$ cat src/rtl/nes_bus_pkg.sv
// ============================================================================
// nes_bus_pkg : shared 2A03 bus register addresses, bus directions, DMA states
// Revision    : 1.0
// ============================================================================
`default_nettype none

package nes_bus_pkg;

  localparam logic [15:0] DMA_REG_ADDR  = 16'h4014;
  localparam logic [15:0] OAM_DATA_ADDR = 16'h2004;

  localparam logic BUS_READ  = 1'b1;
  localparam logic BUS_WRITE = 1'b0;

  typedef enum logic [2:0] {
    ST_IDLE  = 3'd0,
    ST_HALT  = 3'd1,
    ST_ALIGN = 3'd2,
    ST_READ  = 3'd3,
    ST_WRITE = 3'd4,
    ST_DONE  = 3'd5
  } dma_state_e;

endpackage

`default_nettype wire

$ cat src/rtl/oam_dma.sv
// ============================================================================
// oam_dma  : halts the CPU and copies page $XX00-$XXFF to OAM data port $2004
// Revision : 1.0
// ============================================================================
`default_nettype none

module oam_dma
  import nes_bus_pkg::*;
(
  input  logic        clock,
  input  logic        reset,
  input  logic [15:0] cpu_addr,
  input  logic [7:0]  cpu_wdata,
  input  logic        cpu_rw,
  output logic        cpu_rdy,
  output logic        bus_master,
  output logic [15:0] bus_addr,
  output logic        bus_rw,
  output logic [7:0]  bus_wdata,
  input  logic [7:0]  bus_rdata,
  output logic        busy,
  output logic        done
);

  dma_state_e  state_q, state_d;
  logic        parity_q;
  logic [7:0]  page_q, page_d;
  logic [7:0]  idx_q, idx_d;
  logic [7:0]  latch_q, latch_d;

  logic        cpu_rdy_q, cpu_rdy_d;
  logic        bus_master_q, bus_master_d;
  logic [15:0] bus_addr_q, bus_addr_d;
  logic        bus_rw_q, bus_rw_d;
  logic [7:0]  bus_wdata_q, bus_wdata_d;
  logic        busy_q, busy_d;
  logic        done_q, done_d;

  logic        trigger;

  assign trigger = (cpu_rw == BUS_WRITE) && (cpu_addr == DMA_REG_ADDR);

  always_comb begin
    state_d = state_q;
    page_d  = page_q;
    idx_d   = idx_q;
    latch_d = latch_q;
    case (state_q)
      ST_IDLE: begin
        if (trigger) begin
          page_d  = cpu_wdata;
          idx_d   = 8'h00;
          state_d = ST_HALT;
        end
      end
      // parity_q is this cycle's parity; the next cycle has the opposite one
      ST_HALT:  state_d = parity_q ? ST_READ : ST_ALIGN;
      ST_ALIGN: state_d = ST_READ;
      ST_READ: begin
        latch_d = bus_rdata;
        state_d = ST_WRITE;
      end
      ST_WRITE: begin
        idx_d   = idx_q + 8'd1;
        state_d = (idx_q == 8'hFF) ? ST_DONE : ST_READ;
      end
      ST_DONE:  state_d = ST_IDLE;
      default:  state_d = ST_IDLE;
    endcase
  end

  // Outputs are decoded from the next state so they register alongside it.
  always_comb begin
    cpu_rdy_d    = (state_d == ST_IDLE) || (state_d == ST_DONE);
    bus_master_d = (state_d == ST_READ) || (state_d == ST_WRITE);
    busy_d       = (state_d == ST_HALT) || (state_d == ST_ALIGN) ||
                   (state_d == ST_READ) || (state_d == ST_WRITE);
    done_d       = (state_d == ST_DONE);
    bus_rw_d     = (state_d == ST_WRITE) ? BUS_WRITE : BUS_READ;
    bus_addr_d   = 16'h0000;
    bus_wdata_d  = 8'h00;
    if (state_d == ST_READ) begin
      bus_addr_d = {page_d, idx_d};
    end else if (state_d == ST_WRITE) begin
      bus_addr_d  = OAM_DATA_ADDR;
      bus_wdata_d = latch_d;
    end
  end

  always_ff @(posedge clock or posedge reset) begin
    if (reset) begin
      state_q      <= ST_IDLE;
      parity_q     <= 1'b0;
      page_q       <= 8'h00;
      idx_q        <= 8'h00;
      latch_q      <= 8'h00;
      cpu_rdy_q    <= 1'b1;
      bus_master_q <= 1'b0;
      bus_addr_q   <= 16'h0000;
      bus_rw_q     <= BUS_READ;
      bus_wdata_q  <= 8'h00;
      busy_q       <= 1'b0;
      done_q       <= 1'b0;
    end else begin
      state_q      <= state_d;
      parity_q     <= ~parity_q;
      page_q       <= page_d;
      idx_q        <= idx_d;
      latch_q      <= latch_d;
      cpu_rdy_q    <= cpu_rdy_d;
      bus_master_q <= bus_master_d;
      bus_addr_q   <= bus_addr_d;
      bus_rw_q     <= bus_rw_d;
      bus_wdata_q  <= bus_wdata_d;
      busy_q       <= busy_d;
      done_q       <= done_d;
    end
  end

  assign cpu_rdy    = cpu_rdy_q;
  assign bus_master = bus_master_q;
  assign bus_addr   = bus_addr_q;
  assign bus_rw     = bus_rw_q;
  assign bus_wdata  = bus_wdata_q;
  assign busy       = busy_q;
  assign done       = done_q;

endmodule

`default_nettype wire
$ cat config.mk
export PLATFORM = sky130hd
export DESIGN_NAME = oam_dma
export DESIGN_NICKNAME = d
export VERILOG_FILES = /design/src/rtl/nes_bus_pkg.sv /design/src/rtl/oam_dma.sv
export SDC_FILE = /design/constraint.sdc
export NUM_CORES = 1
export LEC_CHECK = 0
export CAP_MARGIN = 40
export CORE_MARGIN = 4
export CORE_UTILIZATION = 26
export DETAILED_ROUTE_END_ITERATION = 7
export SLEW_MARGIN = 20
export SYNTH_ARGS = -nofsm -noshare
export SYNTH_HDL_FRONTEND = slang
export SYNTH_SLANG_ARGS = --single-unit
export TNS_END_PERCENT = 100
$ cat constraint.sdc
create_clock -name clock -period 1.6 [get_ports clock]
set_input_delay 0.24 -clock clock [delete_from_list [all_inputs] [get_ports clock]]
set_output_delay 0.24 -clock clock [all_outputs]
set_load 0.01 [all_outputs]
Word level (Yosys, flattened, before mapping)
Cells that the tools add are included.
{ "totals": {"elab_cells": 48, "out_inout_bits": 29, "ramBits": 0, "memories": 0, "register_bits": 57, "latch_bits": 0, "romBits": 0} }
{ "classes": {"magnitude_cmp": 0, "n_shift": 0, "n_mul": 0, "n_bitwise": 2, "n_addsub": 1, "mux": 14, "reduce_logical": 8, "eq_ne": 11, "div_mod_pow": 0} }
{ "op_table": {"columns": ["op", "count"], "rows": [
  ["8-bit two-way mux", 6],
  ["16-bit by 15-bit == test with 1-bit output, second input constant", 1],
  ["16-bit two-way mux", 1],
  ["8-bit case mux with 2 select lines", 1],
  ["3-bit case mux with 5 select lines", 1],
  ["14-bit two-way mux", 1],
  ["3-bit by 2-bit == test with 1-bit output, second input constant", 4],
  ["3-bit == test, second input constant", 3],
  ["8-bit by 1-bit adder with 8-bit output, second input constant", 1],
  ["8-bit == test, second input constant", 1],
  ["3-bit by 1-bit == test with 1-bit output, second input constant", 2],
  ["3-bit logical NOT", 2],
  ["3-bit two-way mux", 2],
  ["1-bit logical OR", 5],
  ["1-bit two-way mux", 2],
  ["1-bit inverter", 2],
  ["1-bit logical AND", 1]
]} }

Longest topological paths before layout
{ "logic_depth": {"depth_word": 8, "mapped_depth": 7} }

Worst setup path after synthesis
Ideal clock, no wire load.
{ "synth_timing": {"path_kind": "reg-to-reg", "start": "reg state_q[0]", "end": "reg bus_addr_q[5], in the netlist bus_addr[5]", "setup_slack_ps": -110, "period_less_slack_ps": 1710, "t_required_ps": 1462, "t_arrival_ps": 1572, "path_stages_with_launch": 8, "cell_sequence": "dfrtp_1 > buf_6 > nor4_1 > nand4_1 > or3_1 > buf_6 > nand3_2 > a21oi_1"} }
{ "synth_between": {"elab_chain_len": 4, "word_cells_on_any_way": 10, "cone_classes": "5 x eq/ne; 4 x mux; 1 x reduce/logical"} }
{ "synth_lines": {"columns": ["item", "line_no", "rtl"], "rows": [
  ["from (decl)", "oam_dma.sv:25", "dma_state_e state_q, state_d;"],
  ["from (signal assigned)", "oam_dma.sv:105", "state_q <= state_d;"],
  ["3-bit == test, or another cell as far along", "oam_dma.sv:48", "case (state_q)"],
  ["3-bit case mux with 5 select lines", "oam_dma.sv:48", null],
  ["3-bit by 2-bit == test with 1-bit output", "oam_dma.sv:82", "if (state_d == ST_READ) begin"],
  ["16-bit two-way mux (*)", "oam_dma.sv:82", null],
  ["via bus_addr_d[5]", "oam_dma.sv:33", "logic [15:0] bus_addr_q, bus_addr_d;"],
  ["to (signal assigned)", "oam_dma.sv:112", "bus_addr_q <= bus_addr_d;"],
  ["to (decl)", "oam_dma.sv:33", null]
]} }
The timed path passes the listed nets; every way through them passes the cells marked *.

Final worst setup path
Same ends and word-level chain as after synthesis.

==> metrics.md <==
| Metric | Value |
|---|---|
| Outcome | `finished, violations left` |
| Failing checks | `negative setup slack` |
| Crit. End Element | `register` |
| Netlist area before placement | `roughly 0.0019 sq mm` |
| Yosys warning count | `0` |
| Register share of total power | `37.5%` |
| Synthesized Nets | `about 210` |
| Hold violation total from the final report | `0` |
| Chip Height | `about 95 microns` |
| TritonCTS clock tree | `yes` |
| Power density normalized to cell area | `1210 mW/mm^2` |
| Count of buffers inserted at the top-level ports | `63` |
| Inst Count DP | `362` |
| Placer congestion estimate | `about 0.76` |
| Die boundary width | `between 90 and 100 microns` |
| Worst-path maximum fanout | `5` |
| Final worst-path cycle share | `106%` |
| Period minus WS final | `about 1700 ps` |
| Routed vias | `1611` |
| Endpoints failing setup | `29` |
| Slowest stage cell on the critical path | `sky130_fd_sc_hd__dfrtp_2` |
| Fraction of the yosys area taken by sequential cells | `63.1%` |
| Num CTS Buffers | `5` |
| Count of mapped cells out of synthesis | `178` |
| IR drop worst, VDD | `0.433 mV` |
| Final Max Slew Viols | `0` |
| Leak Pwr | `1.55 nW` |
| Crit path DAT | `roughly 1900 ps` |
| GR Overflow Total | `0` |
| Top-Level Pins | `between 60 and 70` |
| DP HPWL | `3440 microns` |
| Final WL | `between 5000 and 6000 microns` |
| Part of the power in combinational logic | `41.0%` |
| Fin nets | `315` |
| Worst min-delay path class | `in -> async` |
| Synth Register Bits | `49` |
| Antenna cells | `0` |
| H-tree depth | `2` |
| Critical path's top delay family | `simple AND/OR/NAND/NOR gates` |
| Net Sw Frac | `between 30% and 40%` |
| Net switching component of the power | `1.31 mW` |
| CP bufs+invs | `1` |
| Initial antenna violation count | `0` |
| Fin worst setup slack | `-94.8 ps` |
| CTS sink cnt | `a little under 50` |
| Clock Latency Late Sink | `300 ps` |
| Num rows | `31` |
| Placeable core region | `roughly 0.0073 sq mm` |
| Count of maximum capacitance violations | `0` |
| Max Clock Freq | `about 600 MHz` |
| Type of the worst setup path | `reg -> reg` |
| DRC Markers | `0` |
| Vias per inst | `4.25` |
| Drt first-iter violations | `29` |
| Utilization after layout | `46.9%` |
| Final routed wire length divided by cell count | `13.5 microns` |
| RSZ-0062 raised after global routing | `true` |
| Setup crit start kind | `register` |
| DP Worst Slack | `-487 ps` |
| First-pass GRT wire length | `8090 microns` |
| Post-DP Area | `0.00290 sq mm` |
| Layout overhead on the synthesized area | `74.6%` |
| Slew headroom | `between 70% and 80%` |
| GR Util All Layers | `between 10% and 20%` |
| TritonRoute pass-1 iters | `4` |
| Via count of the first global-routing pass | `1715` |
| Yosys cell types | `36` |
| Synth Area per Inst | `10.9 sq um` |
| Clk pin slew, worst setup/hold paths | `90 ps` |
| Final standard cell area without fillers | `0.00340 sq mm` |
| Cell chosen for the clock root | `sky130_fd_sc_hd__clkbuf_8` |
| Remaining antenna violation count after routing | `0` |
| Slowest Stage Delay on Critical Path | `460 ps` |
| Cell-by-cell trace of the critical path | `buf_6 -> nor3b_4 -> and4_4 -> nand3_2 -> or2_1 -> a21oi_2` |
| Worst Tran Pin Value | `335 ps` |
| Area of the die | `0.00894 sq mm` |
| Fraction of power consumed by the clock network | `21.5%` |
| Fin cells | `~380` |
| Maximum buffer depth of the clock tree | `2` |
| Setup Skew | `8.27 ps` |
| Share of layout cells above drive strength 1 | `around two fifths` |
| Effective utilization at floorplan | `26.8%` |
| Largest net degree at the start of global routing | `43` |
| Cell-internal power | `2.81 mW` |
| Required time of the critical path | `1840 ps` |
layout make-up:
type,instances,area [sq um]
fillers,686,3850
flip-flops and latches,49,1230
repair buffers,100,970
multi-input cells,116,932
well taps,99,124
clock buffers,5,68.8
clock inverters,3,46.3
inverters,7,26.3
synth_stat cells:
cell                        n  area share, %
sky130_fd_sc_hd__nand2b_1   2           0.64
sky130_fd_sc_hd__dfstp_2    2            2.7
sky130_fd_sc_hd__nand3b_1   1           0.39
sky130_fd_sc_hd__or2_2      3           0.96
sky130_fd_sc_hd__xnor2_1    4            1.8
sky130_fd_sc_hd__inv_1      7            1.3
sky130_fd_sc_hd__nand3_2    1           0.51
sky130_fd_sc_hd__a22oi_1    1           0.39
sky130_fd_sc_hd__nand3_1    6            1.5
sky130_fd_sc_hd__nand4_1    3           0.96
sky130_fd_sc_hd__o21ai_0    5            1.3
sky130_fd_sc_hd__nor3_1     1           0.26
sky130_fd_sc_hd__o21a_1     1           0.39
sky130_fd_sc_hd__o22ai_1    1           0.32
sky130_fd_sc_hd__and2_1     8            2.6
sky130_fd_sc_hd__clkbuf_1   2           0.39
sky130_fd_sc_hd__nor2_1    14            2.7
sky130_fd_sc_hd__nor3b_1    1           0.39
sky130_fd_sc_hd__nor3b_4    1           0.96
sky130_fd_sc_hd__or4_1      1           0.39
sky130_fd_sc_hd__mux2i_1    1           0.51
sky130_fd_sc_hd__dfrtp_1   47             60
sky130_fd_sc_hd__and3_1     1           0.32
sky130_fd_sc_hd__or2_1      1           0.32
sky130_fd_sc_hd__nor3b_2    1           0.64
sky130_fd_sc_hd__nor3_4     1           0.84
sky130_fd_sc_hd__buf_6      4            2.3
sky130_fd_sc_hd__nand2_1   37            7.1
sky130_fd_sc_hd__or3_1      1           0.32
sky130_fd_sc_hd__a21oi_1   12            3.1
sky130_fd_sc_hd__and4_4     1           0.58
sky130_fd_sc_hd__nor4bb_1   1           0.51
sky130_fd_sc_hd__ha_1       1           0.64
sky130_fd_sc_hd__nor4_1     2           0.64
sky130_fd_sc_hd__xor2_1     1           0.45
sky130_fd_sc_hd__o21bai_1   1           0.39
worst paths after layout:
path,startpoint,to,slack [ps],cells after the start
worst max-delay path,state_q[0],bus_addr[5],-90,6
worst max register to register,state_q[0],bus_addr[5],-90,6
min in group clock,parity_q,parity_q,450,1
worst min-delay path,reset,bus_addr[9],150,2
max in group asynchronous,reset,cpu_rdy,930,3
worst min register to register,parity_q,parity_q,450,1
sequential cells by signal, indices dropped and copies added, names as in the netlist:
register / count
page_q: 8
bus_addr: 16
bus_rw: 1
bus_wdata: 8
busy: 1
parity_q: 1
cpu_rdy: 1
done: 1
idx_q: 8
bus_master: 1
state_q: 3
routing by layer:
metal / routed length (microns) / share of wire, % / vias up / global-route usage [%]
li1: - / - / 787 / -
met5: 0 / 0 / - / 0
met4: 106 / 2.1 / 0 / 4.81
met3: 323 / 6.3 / 10 / 3.90
met1: 2020 / 39 / 774 / 13.5
met2: 2670 / 52 / 40 / 20.1
worst reg2reg max path, delay by kind of cell (launching register included):
family,cells,cell delay (ps)
compound gates,1,130
buf+inv,1,140
flops,1,460
simple gates,4,900
what timing repair did:
| action | 4_1_cts | 5_1_grt |
|---|---|---|
| gates cloned | 1 | 1 |
| gates resized for setup | 53 | 39 |
| pin swaps | 32 | 34 |
| buffers inserted | 6 | 2 |
| hold buffers | 0 | 0 |
| setup endpoints to repair | 39 | 37 |
per-stage QoR:
stage / power (mW) / setup TNS (ps) / hold WS [ps]
6_report: 4.12 / -958 / 148
5_1_grt: 4.35 / -3690 / 166
4_1_cts: 4.05 / -1560 / 150
3_5_place_dp: 2.98 / -13300 / 437
3_3_place_gp: 2.96 / -12480 / 438
2_1_floorplan: 2.26 / -575 / 369
power by group through the flow:
stage | combinational (mW) | clock (mW) | sequential [mW]
global placement | 1.40 | 0 | 1.56
CTS | 1.58 | 0.921 | 1.54
floorplan | 0.629 | 0 | 1.63
finish | 1.69 | 0.887 | 1.54
detailed placement | 1.41 | 0 | 1.57
global route | 1.82 | 0.966 | 1.56
cells in the final DEF (no fill, tap or decap), drive strengths merged, types with 2 or more instances in the layout:
| cell type | netlist | layout |
|---|---|---|
| nor2 | 14 | 14 |
| a21oi | 12 | 12 |
| clkbuf | 2 | 5 |
| xnor2 | 4 | 4 |
| o21ai | 5 | 5 |
| nand4 | 3 | 3 |
| dlygate4sd2 | 0 | 5 |
| and2 | 8 | 8 |
| nand3 | 7 | 7 |
| nor4 | 2 | 2 |
| or2 | 4 | 4 |
| inv | 7 | 7 |
| buf | 4 | 37 |
| dfstp | 2 | 2 |
| nand2b | 2 | 2 |
| nor3 | 2 | 2 |
| clkdlybuf4s50 | 0 | 56 |
| nor3b | 3 | 3 |
| nand2 | 37 | 37 |
| dfrtp | 47 | 47 |
| dlymetal6s2s | 0 | 2 |
cells by family (layout without fill, tap and decap cells):
group / after synthesis / count (layout) / synth area share, %
AO/OA/AOI/OAI: 21 / 21 / 5.85
XOR/XNOR: 5 / 5 / 2.25
adder cells (fa/ha/maj): 1 / 1 / 0.643
buffers and inverters: 13 / 115 / 4.05
flip-flops: 49 / 49 / 63.1
multiplexers: 1 / 1 / 0.514
AND/OR/NAND/NOR: 88 / 88 / 23.6
Power figures use the tool's default switching activity.
